**config.mk**
```make
export PLATFORM = sky130hd
export DESIGN_NAME = coeff_table_arbiter
export DESIGN_NICKNAME = d
export VERILOG_FILES = /design/src/rtl/coeff_table_arbiter.sv
export SDC_FILE = /design/constraint.sdc
export NUM_CORES = 1
export LEC_CHECK = 0
export CORE_MARGIN = 3
export CORE_UTILIZATION = 37
export DETAILED_ROUTE_END_ITERATION = 8
export HOLD_SLACK_MARGIN = 0.02
export PLACE_DENSITY = 0.81
export SYNTH_ARGS = -nofsm -noshare
export SYNTH_HDL_FRONTEND = slang
export SYNTH_SLANG_ARGS = --single-unit
```
**constraint.sdc**
```tcl
create_clock -name clock -period 2.73 [get_ports clock]
set_clock_uncertainty 0.1 [all_clocks]
set_input_delay 0.546 -clock clock [delete_from_list [all_inputs] [get_ports clock]]
set_output_delay 0.546 -clock clock [all_outputs]
set_load 0.02 [all_outputs]
```
**src/rtl/coeff_table_arbiter.sv**
```systemverilog
// Purpose: round-robin arbiter sharing one single-port VLC/coefficient ROM between decoders, with lock support.
// Latency: grant and ROM request are combinational in the issue cycle; Data_Valid_O follows READ_LATENCY cycles later.
// Backpressure: a requester not granted stalls (must hold request and address); a lock stalls all non-owners.
module coeff_table_arbiter #(
    parameter int NUM_REQ      = 3,
    parameter int ADDR_W       = 10,
    parameter int DATA_W       = 16,
    parameter int READ_LATENCY = 1,   // legal range 1..4
    parameter int LOCK_MAX     = 64
) (
    input  logic                      clock,
    input  logic                      resetn,
    input  logic [NUM_REQ-1:0]        Req_En_I,
    input  logic [NUM_REQ*ADDR_W-1:0] Req_Addr_I,
    input  logic [NUM_REQ-1:0]        Lock_I,
    output logic [NUM_REQ-1:0]        Grant_O,
    output logic [NUM_REQ-1:0]        Data_Valid_O,
    output logic [DATA_W-1:0]         Data_O,
    output logic                      Lock_Timeout_O,
    output logic                      Table_En_O,
    output logic [ADDR_W-1:0]         Table_Addr_O,
    input  logic [DATA_W-1:0]         Table_Data_I
);

    localparam int PTR_W = (NUM_REQ > 1) ? $clog2(NUM_REQ) : 1;
    localparam int CNT_W = $clog2(LOCK_MAX + 1);

    typedef enum logic {
        UNLOCKED = 1'b0,
        LOCKED   = 1'b1
    } lock_state_e;

    lock_state_e          state_q;
    logic [PTR_W-1:0]     rr_ptr_q;
    logic [PTR_W-1:0]     owner_q;
    logic [CNT_W-1:0]     lock_cnt_q;
    logic                 timeout_q;
    // Set for a requester whose lock was forcibly released; cleared once its Lock_I is seen low.
    logic [NUM_REQ-1:0]   relock_blk_q;
    logic [NUM_REQ-1:0]   tag_q [READ_LATENCY];

    logic [NUM_REQ-1:0]   gnt;
    logic [PTR_W-1:0]     gnt_idx;
    logic                 gnt_any;
    logic [ADDR_W-1:0]    addr_mux;
    int                   cand;

    // Wrap-around increment of a requester index.
    function automatic logic [PTR_W-1:0] inc_ptr(input logic [PTR_W-1:0] p);
        return (p == PTR_W'(NUM_REQ - 1)) ? '0 : p + 1'b1;
    endfunction

    // Grant selection: owner-exclusive while locked, otherwise first requester at or after rr_ptr.
    always_comb begin
        gnt     = '0;
        gnt_idx = '0;
        gnt_any = 1'b0;
        cand    = 0;
        if (state_q == LOCKED) begin
            if (Req_En_I[owner_q]) begin
                gnt[owner_q] = 1'b1;
                gnt_idx      = owner_q;
                gnt_any      = 1'b1;
            end
        end else begin
            for (int k = 0; k < NUM_REQ; k++) begin
                cand = (int'(rr_ptr_q) + k) % NUM_REQ;
                if (!gnt_any && Req_En_I[cand]) begin
                    gnt[cand] = 1'b1;
                    gnt_idx   = PTR_W'(cand);
                    gnt_any   = 1'b1;
                end
            end
        end
    end

    // ROM address mux driven by the one-hot grant; zero when idle.
    always_comb begin
        addr_mux = '0;
        for (int i = 0; i < NUM_REQ; i++) begin
            if (gnt[i]) begin
                addr_mux = Req_Addr_I[i*ADDR_W +: ADDR_W];
            end
        end
    end

    // Lock FSM, round-robin pointer, lock counter and registered timeout pulse.
    always_ff @(posedge clock or negedge resetn) begin
        if (!resetn) begin
            state_q      <= UNLOCKED;
            rr_ptr_q     <= '0;
            owner_q      <= '0;
            lock_cnt_q   <= '0;
            timeout_q    <= 1'b0;
            relock_blk_q <= '0;
        end else begin
            timeout_q    <= 1'b0;
            relock_blk_q <= relock_blk_q & Lock_I;
            case (state_q)
                UNLOCKED: begin
                    if (gnt_any) begin
                        rr_ptr_q <= inc_ptr(gnt_idx);
                        if (Lock_I[gnt_idx] && !relock_blk_q[gnt_idx]) begin
                            state_q    <= LOCKED;
                            owner_q    <= gnt_idx;
                            lock_cnt_q <= '0;
                        end
                    end
                end
                LOCKED: begin
                    if (gnt_any) begin
                        rr_ptr_q <= inc_ptr(owner_q);
                    end
                    // A voluntary release wins over a coincident timeout.
                    if (!Lock_I[owner_q]) begin
                        state_q  <= UNLOCKED;
                        rr_ptr_q <= inc_ptr(owner_q);
                    end else if (lock_cnt_q == CNT_W'(LOCK_MAX - 1)) begin
                        state_q               <= UNLOCKED;
                        rr_ptr_q              <= inc_ptr(owner_q);
                        timeout_q             <= 1'b1;
                        relock_blk_q[owner_q] <= 1'b1;
                    end else if (lock_cnt_q != CNT_W'(LOCK_MAX)) begin
                        lock_cnt_q <= lock_cnt_q + 1'b1;
                    end
                end
                default: state_q <= UNLOCKED;
            endcase
        end
    end

    // Tag pipeline: the one-hot grant travels alongside the ROM read latency.
    always_ff @(posedge clock or negedge resetn) begin
        if (!resetn) begin
            for (int k = 0; k < READ_LATENCY; k++) begin
                tag_q[k] <= '0;
            end
        end else begin
            tag_q[0] <= gnt;
            for (int k = 1; k < READ_LATENCY; k++) begin
                tag_q[k] <= tag_q[k-1];
            end
        end
    end

    assign Grant_O        = gnt;
    assign Table_En_O     = gnt_any;
    assign Table_Addr_O   = addr_mux;
    assign Data_Valid_O   = tag_q[READ_LATENCY-1];
    assign Data_O         = Table_Data_I;
    assign Lock_Timeout_O = timeout_q;

endmodule

```
# [Yosys cells after proc, flatten, opt, wreduce, memory -nomap -nowiden]
# Cells that the tools add are included.
[totals] regBits=19 in_bits=54 out_inout_bits=34 wordCells=123
[classes] addsub=5 n_div=3 magnitude_cmp=9 eq_ne=10 muxes=71 bitwise_logic=5 n_reduce_logical=13
[ops] op="$ge 32x1->1 const B" count=3
[ops] op="$lt 32x4->1 const B" count=3
[ops] op="$mod 32x3->32 const B" count=2
[ops] op="$mux 7" count=5
[ops] op="$mod 3x3->32 const B" count=1
[ops] op="$mux 10" count=3
[ops] op="$mux 3" count=10
[ops] op="$mux 1" count=28
[ops] op="$mux 2" count=11
[ops] op="$bmux 1 s2" count=7
[ops] op="$pmux 7 s2" count=1
[ops] op="$or 3x3->3" count=3
[ops] op="$demux 1 s2" count=4
[ops] op="$add 7x1->7 const B" count=1
[ops] op="$eq 7x6->1 const B" count=1
[ops] op="$logic_and 1x1->1" count=7
[ops] op="$ne 7x7->1 const B" count=1
[ops] op="$lt 2x3->1 const B" count=2
[ops] op="$ne 2x2->1 const B" count=3
[ops] op="$reduce_and 5->1" count=1
[ops] op="$add 2x1->2 const B" count=2
[ops] op="$eq 2x2->1 const B" count=2
[ops] op="$ne 2x1->1 const B" count=2
[ops] op="$ne 4x3->1 const B" count=1
[ops] op="other kinds (10)" count=12

# [Depth between registers and ports, before layout]
# Gate-level depths: netlist of the first run.
[logic_depth] depth_word=21 ltp_mapped=11 ltp_nobuf=9

# [Worst setup path after synthesis of the first run]
# No wires, ideal clock.
[synth_path] path_type="reg2out" start="register rr_ptr_q[1]" end="output port Table_Addr_O[0]" arrival_ns=2.758 required_time_ns=2.084 slack_ns=-0.674 path_stages_with_launch=11 path_buffers=2 path_cell_list="dfrtp_1 -> inv_1 -> ha_1 -> buf_6 -> mux2_4 -> mux2_4 -> nor4_1 -> o21a_1 -> clkbuf_1 -> a22oi_1 -> a21oi_1"
[synth_via] elab_cells_between_ends=48 classes_between="add/sub: 2; div: 3; order compare: 6; mux: 28; bitwise: 2; reduce/logical: 7"
[synth_lines] element="start, declared" line="34" rtl="logic [PTR_W-1:0] rr_ptr_q;"
[synth_lines] element="start signal, assigned" line="102" rtl="rr_ptr_q <= inc_ptr(gnt_idx);"
[synth_lines] element="start signal, assigned" line="112" rtl="rr_ptr_q <= inc_ptr(owner_q);"
[synth_lines] element="start signal, assigned" line="117" rtl="rr_ptr_q <= inc_ptr(owner_q);"
[synth_lines] element="parallel branches: the longest is 12 deep, another holds $mod 32x3->32"
[synth_lines] element="$mux 3 *" line="68" rtl="if (!gnt_any && Req_En_I[cand]) begin"
[synth_lines] element="$mux 3 *" line="59" rtl="if (state_q == LOCKED) begin"
[synth_lines] element="via Grant_O[1]" line="16" rtl="output logic [NUM_REQ-1:0] Grant_O,"
[synth_lines] element="$mux 10 * (2 in a row)" line="81" rtl="if (gnt[i]) begin"
[synth_lines] element="end, declared" line="21" rtl="output logic [ADDR_W-1:0] Table_Addr_O,"
# Mark *: on every way through the listed nets, which the timed path passes. The select of a mux whose other input is x is not followed.

# [Worst setup path after layout of the first run]
[layout_path] start="register rr_ptr_q[0]" end="output port Table_Addr_O[4]"
[layout_via] elab_chain_len=17 elab_cells_between_ends=48 classes_between="add/sub: 2; div: 3; order compare: 6; mux: 28; bitwise: 2; reduce/logical: 7"
[layout_rtl] element="parallel branches: the longest is 12 deep, another holds $mod 32x3->32"
[layout_rtl] element="$mux 3 *" line="68"
[layout_rtl] element="$mux 3 *" line="59"
[layout_rtl] element="$mux 10 (2 in a row)" line="81"
[layout_rtl] element="$mux 10 *" line="81"
# Mark *: on every way between the ends. The select of a mux whose other input is x is not followed.

==> results of run 1 <==
[critical path, stage by stage (launching register included)]
cell and delay [ps]:
dfrtp_1 390, buf_6 130, ha_4 170, mux2_4 310
mux2_4 290, buf_6 130, nor4_4 130, o21a_1 230
buf_6 120, a21oi_4 30, buf_12 150, a22oi_2 180
a21oi_2 70, buf_4 180
[power groups by stage]
| stage | combinational, mW | clock [mW] | sequential, mW |
|---|---|---|---|
| CTS | 3.72 | 0.201 | 0.434 |
| floorplan | 1.71 | 0 | 0.439 |
| global route | 4.45 | 0.213 | 0.447 |
| detailed placement | 2.95 | 0 | 0.434 |
| finish | 4.20 | 0.197 | 0.438 |
| global placement | 2.91 | 0 | 0.430 |
[Yosys cell counts (all sizes together) (3+ instances only)]
| library cell | number |
|---|---|
| ha | 6 |
| nand3 | 5 |
| mux2 | 4 |
| nor2b | 3 |
| clkbuf | 6 |
| xor2 | 4 |
| a21oi | 20 |
| a22oi | 11 |
| nand2b | 5 |
| nand4 | 3 |
| mux2i | 6 |
| o21ai | 4 |
| dfrtp | 19 |
| inv | 13 |
| buf | 19 |
| o31ai | 5 |
| nand2 | 13 |
| nor2 | 19 |
| o211ai | 3 |
| a31oi | 3 |
[routing by layer]
layer	vias up	part of all wire
li1	951	-
met1	984	0.39
met2	67	0.53
met3	6	0.066
met4	0	0.0061
met5	-	0
[cells in the final DEF (no fill, tap or decap), drive strengths merged, types with 3 or more instances in the layout]
cell and count:
xor2 4, mux2i 6, nor2 19, dlygate4sd2 3, a22oi 11, inv 13
nand4 3, nor2b 3, clkbuf 3, nand2b 5, o21ai 4, a21oi 20
nand3 5, buf 88, mux2 4, dfrtp 19, o31ai 6, o211ai 3
a31oi 3, nand2 13, clkdlybuf4s50 38, ha 6
[cell families after synthesis]
kind of cell / synth area share
adders and majority gates: 0.04289
buffers and inverters: 0.1229
AOI/OAI and AO/OA: 0.2695
and+or+nand+nor: 0.1951
xor gates and xnor gates: 0.02001
DFF: 0.2716
muxes: 0.07791
[layout make-up]
class                           instances  area, sq um
Multi-Input combinational cell        150         1421
Fill cell                             321         1221
Timing Repair Buffer                  129         1196
Sequential cell                        19        475.5
Tap cell                               52        65.06
Inverter                               13        48.80
Clock buffer                            3        41.29
Clock inverter                          1        5.005
[registers in the layout, indices dropped and copies added, names as in the netlist]
register / cells
Data_Valid_O: 3
Lock_Timeout_O: 1
lock_cnt_q: 7
owner_q: 2
relock_blk_q: 3
rr_ptr_q: 2
state_q: 1
[worst min-delay path by stage]
stage | from | cells past startpoint | endpoint
final | relock_blk_q[0] | 1 | relock_blk_q[0]
after global routing | relock_blk_q[2] | 1 | relock_blk_q[2]
after CTS | relock_blk_q[2] | 1 | relock_blk_q[2]
after detailed placement | relock_blk_q[1] | 1 | relock_blk_q[1]
after global placement | relock_blk_q[2] | 1 | relock_blk_q[2]
after floorplan | resetn | 0 | Data_Valid_O[0]
[repair_timing]
item                       CTS  global route
gates cloned                 2             0
hold buffers                 0             0
buffers inserted            21             8
resized for setup          130            27
pin swaps                   17            13
setup endpoints to repair   24            25
==> summary.md, run 1 <==
| Metric | Value |
|---|---|
| Status | finished, violations left |
| Failing checks | negative setup slack |
| M3 GR Usage | 0.04806 |
| Synth Instances | 206 |
| # rows | 24 |
| Fin crit share | 1.253 |
| Die H | 74.78 um |
| Avg WL per Cell | 17.74 um |
| Placed cells | 337 |
| Power share of the clock group | 0.041 |
| Post-DP HPWL | 4030 um |
| Avg Vias per Cell | 5.471 |
| Syn Area/Cell | 8.497 sq um |
| Peak supply drop | 1.103 mV |
| GR Util met1 | 0.2764 |
| Switching share of power | 0.4569 |
| Worst setup EP type | output port |
| Number of synthesized flops with an enable pin | 0 |
| DR iter-0 viols | 115 |
| Largest net degree at the start of global routing | 20 |
| CTS tree | yes |
| Cells on worst reg2reg path | 13 |
| Clock tree buffer depth | 2 |
| Grt ovf | 0 |
| Setup violators final | 24 |
| Chip Width | 74.78 um |
| Power density over the cells | 1488 nW/um^2 |
| Total Routing Usage GR | 0.2177 |
| Crit path to | Table_Addr_O[4] |
| Clk sinks | 19 |
| Fmax | 292.3 MHz |
| FF-to-FF Start | rr_ptr_q[0] |
| PortBufs | 55 |
| First-pass GRT wire length | 9404 um |
| Seq/Total Area, Yosys | 0.2716 |
| #FFs+latches synth | 19 |
| Setup TNS | -10400 ps |
| Asr flop ratio synth | 1.000 |
| Flop pwr share | 0.090 |
| Relative slew margins | 0.5355 |
| Worst Path Required | 2080 ps |
| Core area | 4474 sq um |
| I/O pin count | 88 |
| Worst R2R End | owner_q[0] |
| Post-synthesis cell area | 1750 sq um |
| Area growth, synth to finish | 85.85% |
| Layout Cells excl Fill | 367 |
| Gp weighted congestion | 0.9756 |
| Comb power frac | 0.869 |
| Clock H-tree levels | 1 |
| Biggest area consumer among synthesized cells | dfrtp_1 |
| Top_reg_cell synth | dfrtp_1 |
| Yosys synthesis warning count | 0 |
| Initial core utilization | 0.3912 |
| Crit Path Category | reg2out |
| Min Clock Period, post-route | 3421 ps |
| Net Count, Synth | 266 |
| CTS Buf Count | 3 |
| Met2 GRT Util | 0.3844 |
| Post-route ant nets | 0 |
| Pre-Repair DR Iteration Count | 4 |
| Setup crit start kind | register |
| Max_cap viols | 0 |
| Internal power | 2.628 mW |
| Crit-path max FO | 10 |
| Top cells by area, synth | dfrtp_1 (27%), buf_4 (7.3%), a21oi_1 (5.4%) |
| GR peak layer | met2 |
| Fin. Hold Viols | 0 |
| Final slew viol count | 0 |
| Die area | 5592 sq um |
| Worst setup margin | -690.7 ps |
| Crit path DAT | 2770 ps |
| Tot Pwr | 4.839 mW |
| Leakage | 1.389 nW |
| RSZ-0062 raised after global routing | true |
| Worst hold-check slack | 401.8 ps |
| Worst skew pair latency | 260 ps |
| Fin util | 0.7271 |
| Post-route design area | 3253 sq um |
| Nets | 376 |
| Synth top area share | 0.2716 |
| Critical Path Start | rr_ptr_q[0] |
| N_diodes | 0 |
| Vias in the first global route | 2026 |
| Psw | 2.211 mW |
| Initial antenna violation count | 0 |
| Post-placement cell area | 2635 sq um |
| Hold WC Path Type | reg2reg |
| Worst-margin pin slew | 696.7 ps |
| Share of layout cells above drive strength 1 | 0.5079 |
| DR DRC count | 0 |
| Clk slew on worst S/H paths | 70 ps |
| Post-synth cell types | 60 |
| Worst slack at placement | -1286 ps |
| Total wire length | 6509 um |
| Via count | 2008 |
| R2R setup slack | -410 ps |
| Root buffer cell | clkbuf_8 |
No activity file was read; power rests on OpenSTA's default activity.
==> inputs of run 2 (changes only) <==
CORE_UTILIZATION = 44   (was 37)
PLACE_DENSITY = 0.86   (was 0.81)
clock period = 4.4 ns   (was 2.73 ns; I/O delays follow)
==> summary.md, run 2 (synthesis results as in run 1) <==
| Metric | Value |
|---|---|
| Post-route met1 wirelength | 1911 um |
| Initial core utilization | 0.4676 |
| Setup TNS | 0 ps |
| I/O pin count | 88 |
| Worst skew pair latency | 260 ps |
| Initial antenna violation count | 0 |
| Clk slew on worst S/H paths | 80 ps |
| R2R setup slack | 1140 ps |
| Area growth, synth to finish | 39.39% |
| Setup violators final | 0 |
| Vias in the first global route | 1815 |
| Max FFs per register | 7 |
| Worst R2R End | owner_q[0] |
| Final slew viol count | 0 |
| FF-to-FF Start | rr_ptr_q[1] |
| Hold WC Path Type | reg2reg |
| Worst-margin pin slew | 852.2 ps |
| Critical Path Start | Req_En_I[0] |
| Leakage | 1.070 nW |
| Grt ovf | 0 |
| Total Routing Usage GR | 0.2008 |
| CTS Buf Count | 3 |
| Via count | 1745 |
| DR DRC count | 0 |
| WL met2 | 2313 um |
| Placed cells | 306 |
| Pre-Repair DR Iteration Count | 4 |
| Crit-path max FO | 10 |
| Die area | 4771 sq um |
| Share of layout cells above drive strength 1 | 0.1756 |
| # rows | 22 |
| Max_cap viols | 0 |
| Crit path DAT | 3310 ps |
| Top reg by flops | lock_cnt_q |
| Nets | 323 |
| Peak supply drop | 0.5489 mV |
| Relative slew margins | 0.4301 |
| Total wire length | 4760 um |
| Power density over the cells | 789.4 nW/um^2 |
| Core area | 3744 sq um |
| WL met3 | 421 um |
| Post-route ant nets | 0 |
| Setup crit start kind | input port |
| Largest net degree at the start of global routing | 20 |
| Uppermost layer routed | met4 |
| Clk sinks | 19 |
| Avg WL per Cell | 15.35 um |
| Status | complete, no violations |
| Clock tree buffer depth | 2 |
| Post-route design area | 2440 sq um |
| Gp weighted congestion | 0.9355 |
| Hold_buf cts | 0 |
| Fin crit share | 0.9744 |
| Fin. Hold Viols | 0 |
| First-pass GRT wire length | 7983 um |
| Layout fillers | 327 |
| Die H | 69.08 um |
| Avg Vias per Cell | 5.629 |
| PortBufs | 55 |
| Cells on worst reg2reg path | 10 |
| CTS tree | yes |
| Clock H-tree levels | 1 |
| Worst Path Required | 3420 ps |
| Highest-count cells in the layout ignoring fill and taps | clkdlybuf4s50_1 (45), buf_4 (20), dfrtp_1 (19), a21oi_1 (19), nor2_1 (19) |
| Chip Width | 69.08 um |
| N_diodes | 0 |
| Root buffer cell | clkbuf_8 |
| DR iter-0 viols | 142 |
| Worst hold-check slack | 411.1 ps |
| Post-DP HPWL | 3918 um |
| Worst setup EP type | output port |
| Most common cell after layout, fill and taps aside | clkdlybuf4s50_1 |
| Crit Path Category | in2out |
| Fmax | 233.2 MHz |
| Layout Cells excl Fill | 310 |
| Setup Buffers After CTS | 0 |
| Min Clock Period, post-route | 4287 ps |
| Post-placement cell area | 2390 sq um |
| Crit path to | Table_Addr_O[7] |
[run 2: routing by layer]
metal	vias up	track usage
met5	-	0
met4	0	0.07592
met3	12	0.06706
met2	86	0.3422
met1	802	0.2314
li1	845	-
[run 2: layout make-up]
type / instances / area [sq um] / share of cell area
clock buffers: 3 / 41.29 / 0.01692
well taps: 48 / 60.06 / 0.02462
flip-flops and latches: 19 / 475.5 / 0.1949
clock inverters: 1 / 5.005 / 0.002051
multi-input cells: 149 / 1081 / 0.4431
repair buffers: 77 / 728.2 / 0.2985
inverters: 13 / 48.80 / 0.02000
[run 2: worst min-delay path by stage]
stage | start | to | slack [ps] | cells past startpoint
after global placement | relock_blk_q[2] | relock_blk_q[2] | 370 | 1
after detailed placement | relock_blk_q[1] | relock_blk_q[1] | 390 | 1
final | relock_blk_q[0] | relock_blk_q[0] | 410 | 1
after CTS | relock_blk_q[1] | relock_blk_q[1] | 410 | 1
after global routing | relock_blk_q[1] | relock_blk_q[1] | 420 | 1
after floorplan | relock_blk_q[2] | relock_blk_q[2] | 360 | 1
[run 2: metrics by stage]
step	setup WS [ps]	utilization	power, mW
6_report	112.7	0.6517	1.926
3_3_place_gp	-175.4	0.6384	1.832
3_5_place_dp	-199.4	0.6384	1.863
5_1_grt	-12.29	0.6517	2.077
2_1_floorplan	486.3	-	1.239
4_1_cts	67.89	0.6474	1.915
[run 2: where the power goes]
group | leakage, nW | total, mW | internal (mW) | switching (mW)
Combinational | 0.794 | 1.51 | 0.689 | 0.822
Sequential | 0.251 | 0.292 | 0.222 | 0.0695
Clock | 0.0255 | 0.123 | 0.0630 | 0.0603
[run 2: timing repair]
item,4_1_cts,5_1_grt
endpoints found under the setup margin,10,11
gates cloned,0,0
pin swaps,0,0
resized for setup,10,3
[run 2: worst max-delay path, cell delays in order]
cell and delay (ps):
clkdlybuf4s50_1 490, mux2_4 310, mux2_4 300, a221o_1 390
a21oi_2 120, buf_4 170, a22oi_1 70, a21oi_1 200
dlygate4sd2_1 360
